==> src/rtl/alu_seq_pkg.sv <==
// alu_seq_pkg: shared types and widths for the ALU command sequencer.
//   state_t   : sequencer FSM states
//   CM_W/TEMP_W/FL_W : ALU command, mode and flag widths
//   CNT_W     : settle counter width (SETTLE up to 15)
//   alu_req_t : default request entry {a, b, cm, temp} at the 32-bit ALU width
package alu_seq_pkg;

  localparam int ALU_DW = 32;
  localparam int CM_W   = 4;
  localparam int TEMP_W = 2;
  localparam int FL_W   = 4;
  localparam int CNT_W  = 4;

  typedef enum logic [1:0] {
    IDLE    = 2'd0,
    DRIVE   = 2'd1,
    CAPTURE = 2'd2,
    HOLD    = 2'd3
  } state_t;

  typedef struct packed {
    logic [ALU_DW-1:0] a;
    logic [ALU_DW-1:0] b;
    logic [CM_W-1:0]   cm;
    logic [TEMP_W-1:0] temp;
  } alu_req_t;

endpackage

==> src/rtl/alu_req_fifo.sv <==
// alu_req_fifo: synchronous first-word-fall-through FIFO of request entries.
//   clk, rst       : clock, synchronous active-high reset
//   push, wdata    : write strobe / entry (ignored when full)
//   pop, rdata     : read strobe (ignored when empty) / head entry
//   full, empty    : occupancy flags
//   count          : entries held, $clog2(DEPTH)+1 bits
module alu_req_fifo
  import alu_seq_pkg::*;
#(
  parameter int  DEPTH   = 4,
  parameter type entry_t = alu_req_t
) (
  input  logic                       clk,
  input  logic                       rst,
  input  logic                       push,
  input  entry_t                     wdata,
  input  logic                       pop,
  output entry_t                     rdata,
  output logic                       full,
  output logic                       empty,
  output logic [$clog2(DEPTH):0]     count
);

  localparam int AW = $clog2(DEPTH);
  localparam int CW = AW + 1;

  entry_t          mem_q [DEPTH];
  logic [AW-1:0]   wr_ptr_q, wr_ptr_d;
  logic [AW-1:0]   rd_ptr_q, rd_ptr_d;
  logic [CW-1:0]   count_q,  count_d;
  logic            do_push, do_pop;

  assign full    = (count_q == CW'(DEPTH));
  assign empty   = (count_q == '0);
  assign count   = count_q;
  assign rdata   = mem_q[rd_ptr_q];
  assign do_push = push && !full;
  assign do_pop  = pop && !empty;

  // DEPTH is a power of two, so pointers wrap by natural overflow.
  always_comb begin
    wr_ptr_d = wr_ptr_q;
    rd_ptr_d = rd_ptr_q;
    count_d  = count_q;
    if (do_push) wr_ptr_d = wr_ptr_q + AW'(1);
    if (do_pop)  rd_ptr_d = rd_ptr_q + AW'(1);
    case ({do_push, do_pop})
      2'b10:   count_d = count_q + CW'(1);
      2'b01:   count_d = count_q - CW'(1);
      default: count_d = count_q;
    endcase
  end

  always_ff @(posedge clk) begin
    if (rst) begin
      wr_ptr_q <= '0;
      rd_ptr_q <= '0;
      count_q  <= '0;
    end else begin
      wr_ptr_q <= wr_ptr_d;
      rd_ptr_q <= rd_ptr_d;
      count_q  <= count_d;
    end
  end

  // Storage needs no reset: nothing is read until count says it was written.
  always_ff @(posedge clk) begin
    if (do_push) mem_q[wr_ptr_q] <= wdata;
  end

endmodule

==> src/rtl/alu_op_sequencer.sv <==
// alu_op_sequencer: command front-end for the 32-bit ALU.
// Buffers requests, drives one operation at a time onto the ALU, holds the
// operands for SETTLE cycles, captures num3/FL and offers them downstream.
//   clk, rst                      : clock, synchronous active-high reset
//   req_valid/req_ready, req_*    : request handshake and payload
//   alu_num1/num2/cm/temp         : registered drive to the ALU
//   alu_num3, alu_fl              : ALU result and flags
//   rsp_valid/rsp_ready, rsp_*    : captured result handshake
//   busy                          : work queued or in flight
// Optional ALU_STICKY_FLAGS_EN adds clr_sticky (in) and sticky_flags (out),
// an OR-accumulation of every captured flag set.
module alu_op_sequencer
  import alu_seq_pkg::*;
#(
  parameter int DW     = 32,
  parameter int DEPTH  = 4,
  parameter int SETTLE = 1
) (
  input  logic              clk,
  input  logic              rst,
  input  logic              req_valid,
  output logic              req_ready,
  input  logic [DW-1:0]     req_a,
  input  logic [DW-1:0]     req_b,
  input  logic [CM_W-1:0]   req_cm,
  input  logic [TEMP_W-1:0] req_temp,
  output logic [DW-1:0]     alu_num1,
  output logic [DW-1:0]     alu_num2,
  output logic [CM_W-1:0]   alu_cm,
  output logic [TEMP_W-1:0] alu_temp,
  input  logic [DW-1:0]     alu_num3,
  input  logic [FL_W-1:0]   alu_fl,
  output logic              rsp_valid,
  input  logic              rsp_ready,
  output logic [DW-1:0]     rsp_result,
  output logic [FL_W-1:0]   rsp_flags,
`ifdef ALU_STICKY_FLAGS_EN
  input  logic              clr_sticky,
  output logic [FL_W-1:0]   sticky_flags,
`endif
  output logic              busy
);

  typedef struct packed {
    logic [DW-1:0]     a;
    logic [DW-1:0]     b;
    logic [CM_W-1:0]   cm;
    logic [TEMP_W-1:0] temp;
  } req_t;

  req_t                   fifo_wdata, fifo_head;
  logic                   fifo_pop, fifo_full, fifo_empty;
  logic [$clog2(DEPTH):0] fifo_count;

  state_t                 state_q, state_d;
  logic [CNT_W-1:0]       cnt_q, cnt_d;
  logic [DW-1:0]          num1_q, num1_d, num2_q, num2_d;
  logic [CM_W-1:0]        cm_q, cm_d;
  logic [TEMP_W-1:0]      temp_q, temp_d;
  logic [DW-1:0]          result_q, result_d;
  logic [FL_W-1:0]        flags_q, flags_d;
  logic                   rsp_valid_q, rsp_valid_d;
  logic                   fifo_seen_q;
  logic                   start;

  assign fifo_wdata = '{a: req_a, b: req_b, cm: req_cm, temp: req_temp};

  alu_req_fifo #(
    .DEPTH   (DEPTH),
    .entry_t (req_t)
  ) u_fifo (
    .clk   (clk),
    .rst   (rst),
    .push  (req_valid),
    .wdata (fifo_wdata),
    .pop   (fifo_pop),
    .rdata (fifo_head),
    .full  (fifo_full),
    .empty (fifo_empty),
    .count (fifo_count)
  );

  // IDLE acts on a one-cycle-old view of occupancy; this is the extra IDLE
  // cycle in the request-to-response latency. The live empty flag still
  // gates the pop so a stale view can never pop an empty FIFO.
  assign start = (state_q == IDLE) && fifo_seen_q && !fifo_empty;

  // State register
  always_ff @(posedge clk) begin
    if (rst) state_q <= IDLE;
    else     state_q <= state_d;
  end

  // Next-state logic
  always_comb begin
    state_d = state_q;
    case (state_q)
      IDLE:    if (start) state_d = DRIVE;
      DRIVE:   if (cnt_q == '0) state_d = CAPTURE;
      CAPTURE: state_d = HOLD;
      HOLD:    if (rsp_ready) state_d = IDLE;
      default: state_d = IDLE;
    endcase
  end

  // Output / datapath logic
  always_comb begin
    fifo_pop    = 1'b0;
    cnt_d       = cnt_q;
    num1_d      = num1_q;
    num2_d      = num2_q;
    cm_d        = cm_q;
    temp_d      = temp_q;
    result_d    = result_q;
    flags_d     = flags_q;
    rsp_valid_d = rsp_valid_q;
    case (state_q)
      IDLE: begin
        if (start) begin
          fifo_pop = 1'b1;
          num1_d   = fifo_head.a;
          num2_d   = fifo_head.b;
          cm_d     = fifo_head.cm;
          temp_d   = fifo_head.temp;
          cnt_d    = CNT_W'(SETTLE - 1);
        end
      end
      DRIVE: begin
        if (cnt_q != '0) cnt_d = cnt_q - CNT_W'(1);
      end
      CAPTURE: begin
        result_d    = alu_num3;
        flags_d     = alu_fl;
        rsp_valid_d = 1'b1;
      end
      HOLD: begin
        if (rsp_ready) rsp_valid_d = 1'b0;
      end
      default: ;
    endcase
  end

  always_ff @(posedge clk) begin
    if (rst) begin
      cnt_q       <= '0;
      num1_q      <= '0;
      num2_q      <= '0;
      cm_q        <= '0;
      temp_q      <= '0;
      result_q    <= '0;
      flags_q     <= '0;
      rsp_valid_q <= 1'b0;
      fifo_seen_q <= 1'b0;
    end else begin
      cnt_q       <= cnt_d;
      num1_q      <= num1_d;
      num2_q      <= num2_d;
      cm_q        <= cm_d;
      temp_q      <= temp_d;
      result_q    <= result_d;
      flags_q     <= flags_d;
      rsp_valid_q <= rsp_valid_d;
      fifo_seen_q <= !fifo_empty;
    end
  end

`ifdef ALU_STICKY_FLAGS_EN
  logic [FL_W-1:0] sticky_q, sticky_d;

  // Clear first, then OR, so a clear coinciding with a capture keeps that
  // capture's flags.
  always_comb begin
    sticky_d = clr_sticky ? '0 : sticky_q;
    if (state_q == CAPTURE) sticky_d = sticky_d | alu_fl;
  end

  always_ff @(posedge clk) begin
    if (rst) sticky_q <= '0;
    else     sticky_q <= sticky_d;
  end

  assign sticky_flags = sticky_q;
`endif

  assign req_ready  = !fifo_full;
  assign alu_num1   = num1_q;
  assign alu_num2   = num2_q;
  assign alu_cm     = cm_q;
  assign alu_temp   = temp_q;
  assign rsp_valid  = rsp_valid_q;
  assign rsp_result = result_q;
  assign rsp_flags  = flags_q;
  assign busy       = (fifo_count != '0) || (state_q != IDLE);

endmodule

==> config.mk <==
export PLATFORM = sky130hd
export DESIGN_NAME = alu_op_sequencer
export DESIGN_NICKNAME = d
export VERILOG_FILES = /design/src/rtl/alu_seq_pkg.sv /design/src/rtl/alu_req_fifo.sv /design/src/rtl/alu_op_sequencer.sv
export SDC_FILE = /design/constraint.sdc
export NUM_CORES = 1
export LEC_CHECK = 0
export ABC_AREA = 1
export BUFFER_PORTS_ARGS = -buffer_cell sky130_fd_sc_hd__buf_4
export CORE_ASPECT_RATIO = 0.6
export CORE_MARGIN = 1.5
export CORE_UTILIZATION = 50
export CTS_BUF_LIST = sky130_fd_sc_hd__clkbuf_8
export DETAILED_ROUTE_END_ITERATION = 6
export HOLD_SLACK_MARGIN = 0.02
export PLACE_DENSITY = 0.8
export SLEW_MARGIN = 40
export SYNTH_ARGS = -nofsm -noshare
export SYNTH_HDL_FRONTEND = slang
export SYNTH_SLANG_ARGS = --single-unit
==> constraint.sdc <==
create_clock -name clk -period 7.5 [get_ports clk]
set_input_delay 0.75 -clock clk [delete_from_list [all_inputs] [get_ports clk]]
set_output_delay 0.75 -clock clk [all_outputs]
set_load 0.005 [all_outputs]
==> flow_metrics.py, run 1 <==
metrics = {
    "synth": {
        "syn_nets": 1384,
        "synth_compound_area_frac": 0.1180,
        "synthMuxAreaShare": 0,
        "synth-xor-area-share": 0,
        "syn-instance-count": 1261,
        "synth_top_family_by_area": "compound AO/OA/AOI/OAI gates",
        "seq_area_frac_synth": 0.7171,
        "yosysWarningCount": 0,
        "syn_area_mm2": 0.01510,
        "syn_avg_cell_area_um2": 11.98,
        "synth_fa_ha_area_frac": 0.01127,
        "ys_ff_latch": 401,
        "yosys.area_share.simple": 0.1128,
        "synth_cell_type_count": 26,
    },
    "critical_path": {
        "r2r_setup_slack_ps": 4910,
        "r2r-start": "state_q[0]",
        "endpoint_kind": "flip-flop",
        "critPathArrivalTime_ps": 3080,
        "cp_data_required_time_ps": 7990,
        "cp_max_fo": 75,
        "crit_chain": "inv_1 -> ha_1 -> nand2_1 -> inv_2 -> nand2_8 -> inv_2 -> ha_1 -> fa_1 -> a21oi_1 -> o21ai_0 -> o21ai_0 -> a21oi_1",
        "r2r_end": "u_fifo.count[2]",
        "crit_type": "flip-flop to flip-flop",
        "max_stage_delay_ps": 400,
        "slowest_stage": "nand2_8",
        "ff2ff_path_depth": 12,
        "start_kind": "flip-flop",
    },
    "die": {
        "fp-row-count": 49,
        "core_area_mm2": 0.02986,
        "die_w_um": 227.4,
        "die_h_um": 137.6,
        "die_area_mm2": 0.03129,
        "start_util": 0.5058,
        "io_pins": 219,
    },
    "clock_tree": {
        "cts_buffers": 57,
        "clk-insertion-delay-late_ps": 620,
        "cts.sinks": 401,
        "cts_max_level": 2,
        "cts_resized": 0,
        "clockBufferDepth": 3,
        "cts_hold_buffers": 0,
        "path_clk_slew_ps": 70,
        "cts_tree": "yes",
        "root_buffer": "clkbuf_8",
        "cts_setup_buffers": 0,
    },
    "detailed_routing": {
        "wl_mm": 34.01,
        "drtIter0Drc": 812,
        "routed_via_density": 5.284,
        "dr.pass1.iters": 5,
        "wire_per_inst_um": 17.64,
        "num_vias": 10190,
        "ant_nets": 0,
        "drc_errors": 0,
    },
    "timing": {
        "slew_violations": 0,
        "fmax_mhz": 386.0,
        "final.setup_skew_ps": 24.24,
        "max_slew_margin": 0.4628,
        "rsz0062_at_grt": "no",
        "setup_slack_ps": 4909,
        "tns_ps": 0,
        "post-route-period-util": 0.3454,
        "setup_viol": 0,
        "period_needed_ps": 2591,
        "tightest_slew_ps": 805.8,
        "hold_viol": 0,
    },
    "grt": {
        "antenna_found_initial": 2,
        "grt_pass1_vias": 9635,
        "grt_max_degree": 144,
        "grt-ovfl-total": 0,
        "track_usage": 0.2153,
        "grt_pass1_wl_mm": 51.65,
    },
    "pwr": {
        "p_per_area_mw_per_mm2": 311.6,
        "leakage_nw": 6.873,
        "vdd_ir_drop_max_uv": 143.6,
    },
    "hold_path": {
        "min-delay-path-class": "input port to flip-flop",
        "min_from": "req_a[21]",
        "hold_path_depth": 1,
        "hold_path_end": "u_fifo.mem_q[3][59]",
    },
    "run_status": {
        "status": "finished, final reports clean",
    },
    "placement": {
        "place_hpwl_mm": 19.26,
        "io_buffers": 218,
        "place_congestion": 0.7761,
        "dpl_worst_slack_ps": 4439,
    },
    "cells_and_area": {
        "drive_gt1_frac": 0.2615,
        "nets": 1592,
        "syn2layout_area_growth_pct": 19.94,
        "final_cell_mix": "nor2_1, edfxtp_1, o21ai_0",
        "final_common_cell": "nor2_1",
    },
    "job": {
        "cap_violations": 0,
    },
}
-- routing by layer --
| metal | share of wire | global-route usage |
|---|---|---|
| met1 | 0.45 | 0.3003 |
| met2 | 0.45 | 0.3359 |
| met3 | 0.093 | 0.05737 |
| met4 | 0.014 | 0.05629 |
| met5 | 0.00038 | 0 |
-- flip-flops by register name, summed over array words and instances, names as in the netlist --
| signal | flops |
|---|---|
| cnt_q | 4 |
| rsp_valid | 1 |
| alu_num1 | 32 |
| u_fifo.rd_ptr_q | 2 |
| rsp_flags | 4 |
| alu_cm | 4 |
| u_fifo.wr_ptr_q | 2 |
| state_q | 2 |
| fifo_seen_q | 1 |
| u_fifo.mem_q | 280 |
| rsp_result | 32 |
| alu_temp | 2 |
| alu_num2 | 32 |
| u_fifo.count | 3 |
-- cell families (layout without fill, tap and decap cells) --
kind of cell	after synthesis	count (layout)
flops	401	401
compound gates	338	338
buf+inv	105	362
other cells	0	2
simple gates	404	404
fa+ha+maj	13	13
-- power by group --
part | internal, mW | switching [mW] | total (mW)
clock | 0.944 | 0.816 | 1.76
sequential | 2.64 | 0.139 | 2.78
combinational | 0.446 | 0.661 | 1.11
total | 4.03 | 1.62 | 5.64
-- Yosys cell counts (all sizes together) --
cell | instances | area share
inv | 26 | 0.0070
fa | 1 | 0.0013
clkbuf | 40 | 0.011
edfxtp | 280 | 0.56
nand3 | 8 | 0.0027
or2 | 1 | 0.00041
a21oi | 13 | 0.0043
o21ai | 254 | 0.084
buf | 34 | 0.020
ha | 12 | 0.0099
nor2 | 370 | 0.10
dfxtp | 121 | 0.16
o22ai | 70 | 0.029
a22oi | 1 | 0.00050
nand2 | 24 | 0.0063
dlygate4sd1 | 5 | 0.0029
and3 | 1 | 0.00041
-- worst max-delay path, delay by kind of cell (launching register included) --
family | cells | cell delay, ps
flip-flops | 1 | 380
buffers and inverters | 3 | 240
AO/OA/AOI/OAI | 4 | 450
adder cells (fa/ha/maj) | 3 | 900
AND/OR/NAND/NOR | 2 | 500
-- layout make-up --
type                       instances  area (um^2)
clock inverter                    39        254.0
clock buffer                      69        949.7
fill                            2350        11740
multi-input combinational        755         3702
inverter                          26        111.4
tap                              408        510.5
timing repair buffer             228         1747
antenna                            2        5.005
sequential                       401        10840
-- worst max path at each step --
stage                          startpoint                   to  slack, ps  depth (start not counted)
after global routing           state_q[0]      u_fifo.count[2]       4670                         12
after CTS                 u_fifo.count[0]  u_fifo.mem_q[0][44]       4730                          5
final                          state_q[0]      u_fifo.count[2]       4910                         12
after global placement          req_valid  u_fifo.mem_q[0][40]       4490                          4
after floorplan                 req_valid   u_fifo.mem_q[0][0]       3150                          2
after detailed placement        req_valid  u_fifo.mem_q[0][40]       4440                          4
-- through the flow --
| step | instances | hold slack [ps] | power (mW) | instance area, um^2 | utilization |
|---|---|---|---|---|---|
| 2_1_floorplan | 1261 | 444.0 | 3.487 | 15100 | - |
| 3_3_place_gp | 1817 | 465.0 | 3.883 | 16850 | 0.5643 |
| 3_5_place_dp | 1817 | 482.5 | 3.927 | 16870 | 0.5652 |
| 4_1_cts | 1925 | 286.7 | 5.695 | 18080 | 0.6055 |
| 5_1_grt | 1927 | 292.5 | 5.967 | 18110 | 0.6066 |
| 6_report | 1928 | 327.0 | 5.645 | 18110 | 0.6067 |
Note: power is estimated with default switching activity, not from simulation.
==> run 2, diff against run 1 <==
- clock period: 7.5 -> 2.6 ns (I/O delays scaled with it)
==> flow_metrics.py, run 2 (synthesis gave the netlist of run 1 again) <==
metrics = {
    "cells_and_area": {
        "largest_reg_flops": 280,
        "final_area_mm2": 0.01933,
        "regMostFlops": "u_fifo.mem_q",
        "drive_gt1_frac": 0.2494,
        "syn2layout_area_growth_pct": 27.96,
        "final_cell_mix": "nor2_1, edfxtp_1, o21ai_0",
        "stdcell_count": 2049,
        "nets": 1715,
        "final_util": 0.6473,
        "final_common_cell": "nor2_1",
    },
    "timing": {
        "tightest_slew_ps": 842.4,
        "max_slew_margin": 0.4384,
        "fmax_mhz": 427.2,
        "setup_viol": 0,
        "hold_viol": 0,
        "period_needed_ps": 2341,
        "holdWs_ps": 228.8,
        "rsz0062_at_grt": "no",
        "slew_violations": 0,
        "final.setup_skew_ps": 24.44,
        "post-route-period-util": 0.9004,
    },
    "die": {
        "die_w_um": 227.4,
        "core_area_mm2": 0.02986,
        "start_util": 0.5058,
        "fp-row-count": 49,
        "io_pins": 219,
        "die_h_um": 137.6,
        "die_area_mm2": 0.03129,
    },
    "critical_path": {
        "slowest_stage": "buf_4",
        "cp_max_fo": 51,
        "start_kind": "flip-flop",
        "max_stage_delay_ps": 640,
        "crit_chain": "inv_1 -> ha_1 -> nand2_1 -> inv_2 -> nand2_4 -> buf_4 -> buf_4 -> o21ai_1 -> and3_1",
        "endpoint_kind": "flip-flop",
        "crit_top_cell": "buf_4",
        "critPathArrivalTime_ps": 2820,
        "cp_data_required_time_ps": 3080,
        "crit_type": "flip-flop to flip-flop",
    },
    "detailed_routing": {
        "wire_per_inst_um": 18.02,
        "wl_mm": 36.93,
        "drtIter0Drc": 906,
        "drc_errors": 0,
        "ant_nets": 0,
        "num_vias": 10910,
        "routed_via_density": 5.326,
        "dr.pass1.iters": 5,
    },
    "clock_tree": {
        "cts_setup_buffers": 0,
        "root_buffer": "clkbuf_8",
        "cts_buffers": 57,
        "cts_resized": 0,
        "cts_hold_buffers": 108,
        "cts_max_level": 2,
        "clk-insertion-delay-late_ps": 610,
        "clockBufferDepth": 3,
        "cts_tree": "yes",
        "path_clk_slew_ps": 70,
        "cts.sinks": 401,
    },
    "run_status": {
        "status": "finished, final reports clean",
    },
    "placement": {
        "place_area_mm2": 0.01708,
        "place_congestion": 0.7627,
        "dp.cells": 1833,
        "io_buffers": 218,
        "place_hpwl_mm": 20.30,
    },
    "grt": {
        "grt_pass1_vias": 10600,
        "grt_pass1_wl_mm": 55.87,
        "antenna_found_initial": 0,
        "grt-ovfl-total": 0,
        "grt_max_degree": 142,
        "track_usage": 0.2323,
    },
    "pwr": {
        "power.total_mw": 16.49,
        "seq_power_share": 0.482,
        "vdd_ir_drop_max_uv": 465.4,
        "power.internal_mw": 11.65,
        "switching_share": 0.2934,
        "p_sw_mw": 4.836,
        "leakage_nw": 7.417,
        "pwr-share-clk": 0.301,
        "combPwrFrac": 0.217,
        "p_per_area_mw_per_mm2": 853.0,
    },
    "job": {
        "cap_violations": 0,
    },
    "hold_path": {
        "min-delay-path-class": "input port to flip-flop",
    },
}
-- run 2: cell types whose count changed in the layout (fill, tap and decap cells not counted), moves of 3 or more --
cell	delta
clkbuf_8	+3
buf_12	+9
buf_4	+11
inv_1	+4
buf_6	-4
clkinv_1	-3
dlygate4sd3_1	+108
-- run 2: layer usage --
| metal | global-route usage | vias to the layer above | wire, um |
|---|---|---|---|
| li1 | - | 5114 | - |
| met1 | 0.3168 | 5263 | 15960 |
| met2 | 0.3742 | 464 | 17300 |
| met3 | 0.04798 | 71 | 2917 |
| met4 | 0.07763 | 0 | 742 |
| met5 | 0 | - | 0 |
-- run 2: path summary, 6_finish.rpt --
check	cells after the start	startpoint	endpoint	slack [ps]
worst min-delay path	4	req_valid	u_fifo.count[0]	230
worst min register to register	2	cnt_q[1]	cnt_q[1]	490
worst max-delay path	9	state_q[0]	u_fifo.rd_ptr_q[1]	260
worst max register to register	9	state_q[0]	u_fifo.rd_ptr_q[1]	260
-- run 2: area by class of cell --
class	instances	area, um^2
tap	408	510.5
inverter	26	106.4
multi-input combinational	755	3691
fill	2154	10530
sequential	401	10840
antenna	1	2.502
clock inverter	35	171.4
clock buffer	72	991.0
timing repair buffer	351	3018
-- run 2: power groups by stage --
stage	sequential [mW]	clock, mW	combinational [mW]
6_report	7.95	4.96	3.58
5_1_grt	8.01	5.30	3.98
4_1_cts	7.93	5.04	3.53
3_5_place_dp	8.06	0	3.38
3_3_place_gp	8.03	0	3.27
2_1_floorplan	8.05	0	2.00
-- run 2: worst max-delay path, delay by kind of cell (launching register included) --
| kind | cells | cell delay [ps] |
|---|---|---|
| AO/OA/AOI/OAI | 1 | 90 |
| flip-flops | 1 | 400 |
| adder cells (fa/ha/maj) | 1 | 260 |
| AND/OR/NAND/NOR | 3 | 330 |
| buffers and inverters | 4 | 1120 |
-- run 2: stage by stage --
step / setup TNS (ps) / worst slack, ps
after global placement: 0 / 448.3
after global routing: 0 / 17.01
final: 0 / 259.0
after floorplan: -107970 / -385.6
after detailed placement: 0 / 321.8
after CTS: 0 / 304.1
==> run 3, diff against run 2 <==
- CORE_MARGIN: 1.5 -> unset
- CORE_UTILIZATION: 50 -> 31
- PLACE_DENSITY: 0.8 -> 0.57
- SYNTH_HIERARCHICAL: unset -> 1
==> flow_metrics.py, run 3 <==
metrics = {
    "critical_path": {
        "endpoint_kind": "flip-flop",
        "cp_data_required_time_ps": 3110,
        "crit_type": "flip-flop to flip-flop",
        "start_kind": "flip-flop",
        "slowest_stage": "buf_4",
        "cp_max_fo": 37,
        "critPathTopFamily": "buffers and inverters",
        "crit_chain": "inv_1 -> ha_1 -> nand2_1 -> nor2_4 -> buf_4 -> buf_4 -> nand3_1 -> nand2_1 -> nor2_1",
        "critPathArrivalTime_ps": 2670,
        "max_stage_delay_ps": 490,
        "cp.buffers_inverters": 3,
    },
    "synth": {
        "synth_commonest_cells": "nor2_1, edfxtp_1, o21ai_0, dfxtp_1, nor2_4",
        "synth_edf_count": 280,
        "yosysWarningCount": 6,
        "ys_async_sr_fraction": 0,
        "syn-instance-count": 1286,
        "synth.most_common_cell": "nor2_1",
        "synthTopCellsByArea": "edfxtp_1, dfxtp_1, nor2_1",
        "syn_nets": 1408,
        "syn_avg_cell_area_um2": 12.09,
        "yosysTopAreaCell": "edfxtp_1",
        "synth_cell_type_count": 26,
        "syn_area_mm2": 0.01555,
        "synth_top_area_frac": 0.5406,
        "seq_area_frac_synth": 0.6990,
        "ys.flop_type": "edfxtp_1",
        "ys_ff_latch": 403,
    },
    "die": {
        "start_util": 0.3147,
        "core_area_mm2": 0.04942,
        "die_h_um": 175.5,
        "die_area_mm2": 0.05110,
        "fp-row-count": 63,
        "io_pins": 219,
        "die_w_um": 291.2,
    },
    "clock_tree": {
        "cts_tree": "yes",
        "clockBufferDepth": 3,
        "cts_buffers": 61,
        "path_clk_slew_ps": 80,
        "cts_max_level": 2,
        "cts_setup_buffers": 0,
        "clk-insertion-delay-late_ps": 640,
        "cts.sinks": 403,
        "cts_resized": 0,
        "root_buffer": "clkbuf_8",
    },
    "placement": {
        "place_hpwl_mm": 21.99,
        "dpl_worst_slack_ps": 402.5,
        "io_buffers": 218,
        "place_congestion": 0.7513,
        "place_area_mm2": 0.01788,
    },
    "cells_and_area": {
        "largest_reg_flops": 280,
        "nets": 1744,
        "final_common_cell": "nor2_1",
        "final_cell_mix": "nor2_1, edfxtp_1, buf_4",
        "syn2layout_area_growth_pct": 30.51,
        "final_area_mm2": 0.02030,
        "regMostFlops": "u_fifo/mem_q",
        "drive_gt1_frac": 0.2555,
    },
    "hold_path": {
        "min-delay-path-class": "input port to flip-flop",
    },
    "timing": {
        "final.setup_skew_ps": 31.35,
        "period_needed_ps": 2157,
        "hold_viol": 0,
        "post-route-period-util": 0.8297,
        "setup_viol": 0,
        "slew_violations": 0,
        "setup_slack_ps": 442.8,
        "tightest_slew_ps": 713.9,
        "max_slew_margin": 0.5241,
        "rsz0062_at_grt": "no",
        "fmax_mhz": 463.6,
    },
    "detailed_routing": {
        "routed_via_density": 4.617,
        "num_vias": 10740,
        "wire_per_inst_um": 17.16,
        "wl_mm": 39.93,
        "drtIter0Drc": 660,
        "drc_errors": 0,
        "ant_nets": 0,
        "dr.pass1.iters": 5,
    },
    "run_status": {
        "status": "finished, final reports clean",
    },
    "grt": {
        "grt_pass1_vias": 10530,
        "track_usage": 0.1535,
        "grt_pass1_wl_mm": 61.27,
        "antenna_found_initial": 3,
        "grt-ovfl-total": 0,
        "grt_max_degree": 141,
    },
    "pwr": {
        "vdd_ir_drop_max_uv": 353.1,
        "p_per_area_mw_per_mm2": 782.0,
        "leakage_nw": 7.822,
    },
    "job": {
        "cap_violations": 0,
    },
}
==> run 3: cell families after synthesis <==
group,synth area share
DFF,0.6990
buffers and inverters,0.03870
adders and majority gates,0.01014
AOI/OAI and AO/OA,0.1275
and+or+nand+nor,0.1247
==> run 3: worst register-to-register path, cell delays in order, from the launching register on <==
cell,delay [ps]
dfxtp_1,340
inv_1,120
ha_1,220
nand2_1,110
nor2_4,100
buf_4,410
buf_4,490
nand3_1,130
nand2_1,90
nor2_1,40
==> run 3: path summary, 6_finish.rpt <==
check | end | startpoint | slack, ps | cells after the start
hold reg to reg | rsp_result[31] | rsp_result[31] | 500 | 2
setup reg to reg | u_fifo/rd_ptr_q[0] | state_q[1] | 440 | 9
setup / recovery | u_fifo/rd_ptr_q[0] | state_q[1] | 440 | 9
hold / removal | u_fifo/mem_q[2][20] | req_b[14] | 370 | 2
==> run 3: layer usage <==
metal / GRT usage / wire (um) / vias to the layer above
met5: 0 / 13 / -
met4: 0.03395 / 564 / 2
met3: 0.03454 / 2067 / 61
met2: 0.2376 / 17960 / 232
met1: 0.2187 / 19320 / 5261
li1: - / - / 5188
==> run 3: repair_timing <==
action	4_1_cts	5_1_grt
hold buffers	109	0
hold endpoints to repair	327	0
endpoints found under the setup margin	0	0
==> run 3: report_power, final <==
part / total, mW / internal, mW / switching [mW]
clock: 5.53 / 3.00 / 2.52
combinational: 2.58 / 1.14 / 1.43
sequential: 7.77 / 7.49 / 0.279
total: 15.9 / 11.6 / 4.23
==> run 3: stage by stage <==
step	TNS (ps)	util	power, mW	std cells	hold slack (ps)
6_report	0	0.4107	15.87	2327	368.8
2_1_floorplan	-99820	-	9.155	1286	326.7
4_1_cts	0	0.4106	16.11	2325	304.5
5_1_grt	0	0.4107	16.71	2327	316.5
3_5_place_dp	0	0.3618	10.35	2100	462.0
3_3_place_gp	0	0.3617	10.31	2100	460.5
==> run 3: cell type report <==
| class | count | area (um^2) |
|---|---|---|
| clock inverters | 38 | 249.0 |
| clock buffers | 78 | 1074 |
| inverters | 36 | 146.4 |
| repair buffers | 350 | 3025 |
| fillers | 4638 | 29130 |
| flip-flops and latches | 403 | 10880 |
| diodes | 2 | 5.005 |
| well taps | 650 | 813.3 |
| multi-input cells | 770 | 4110 |
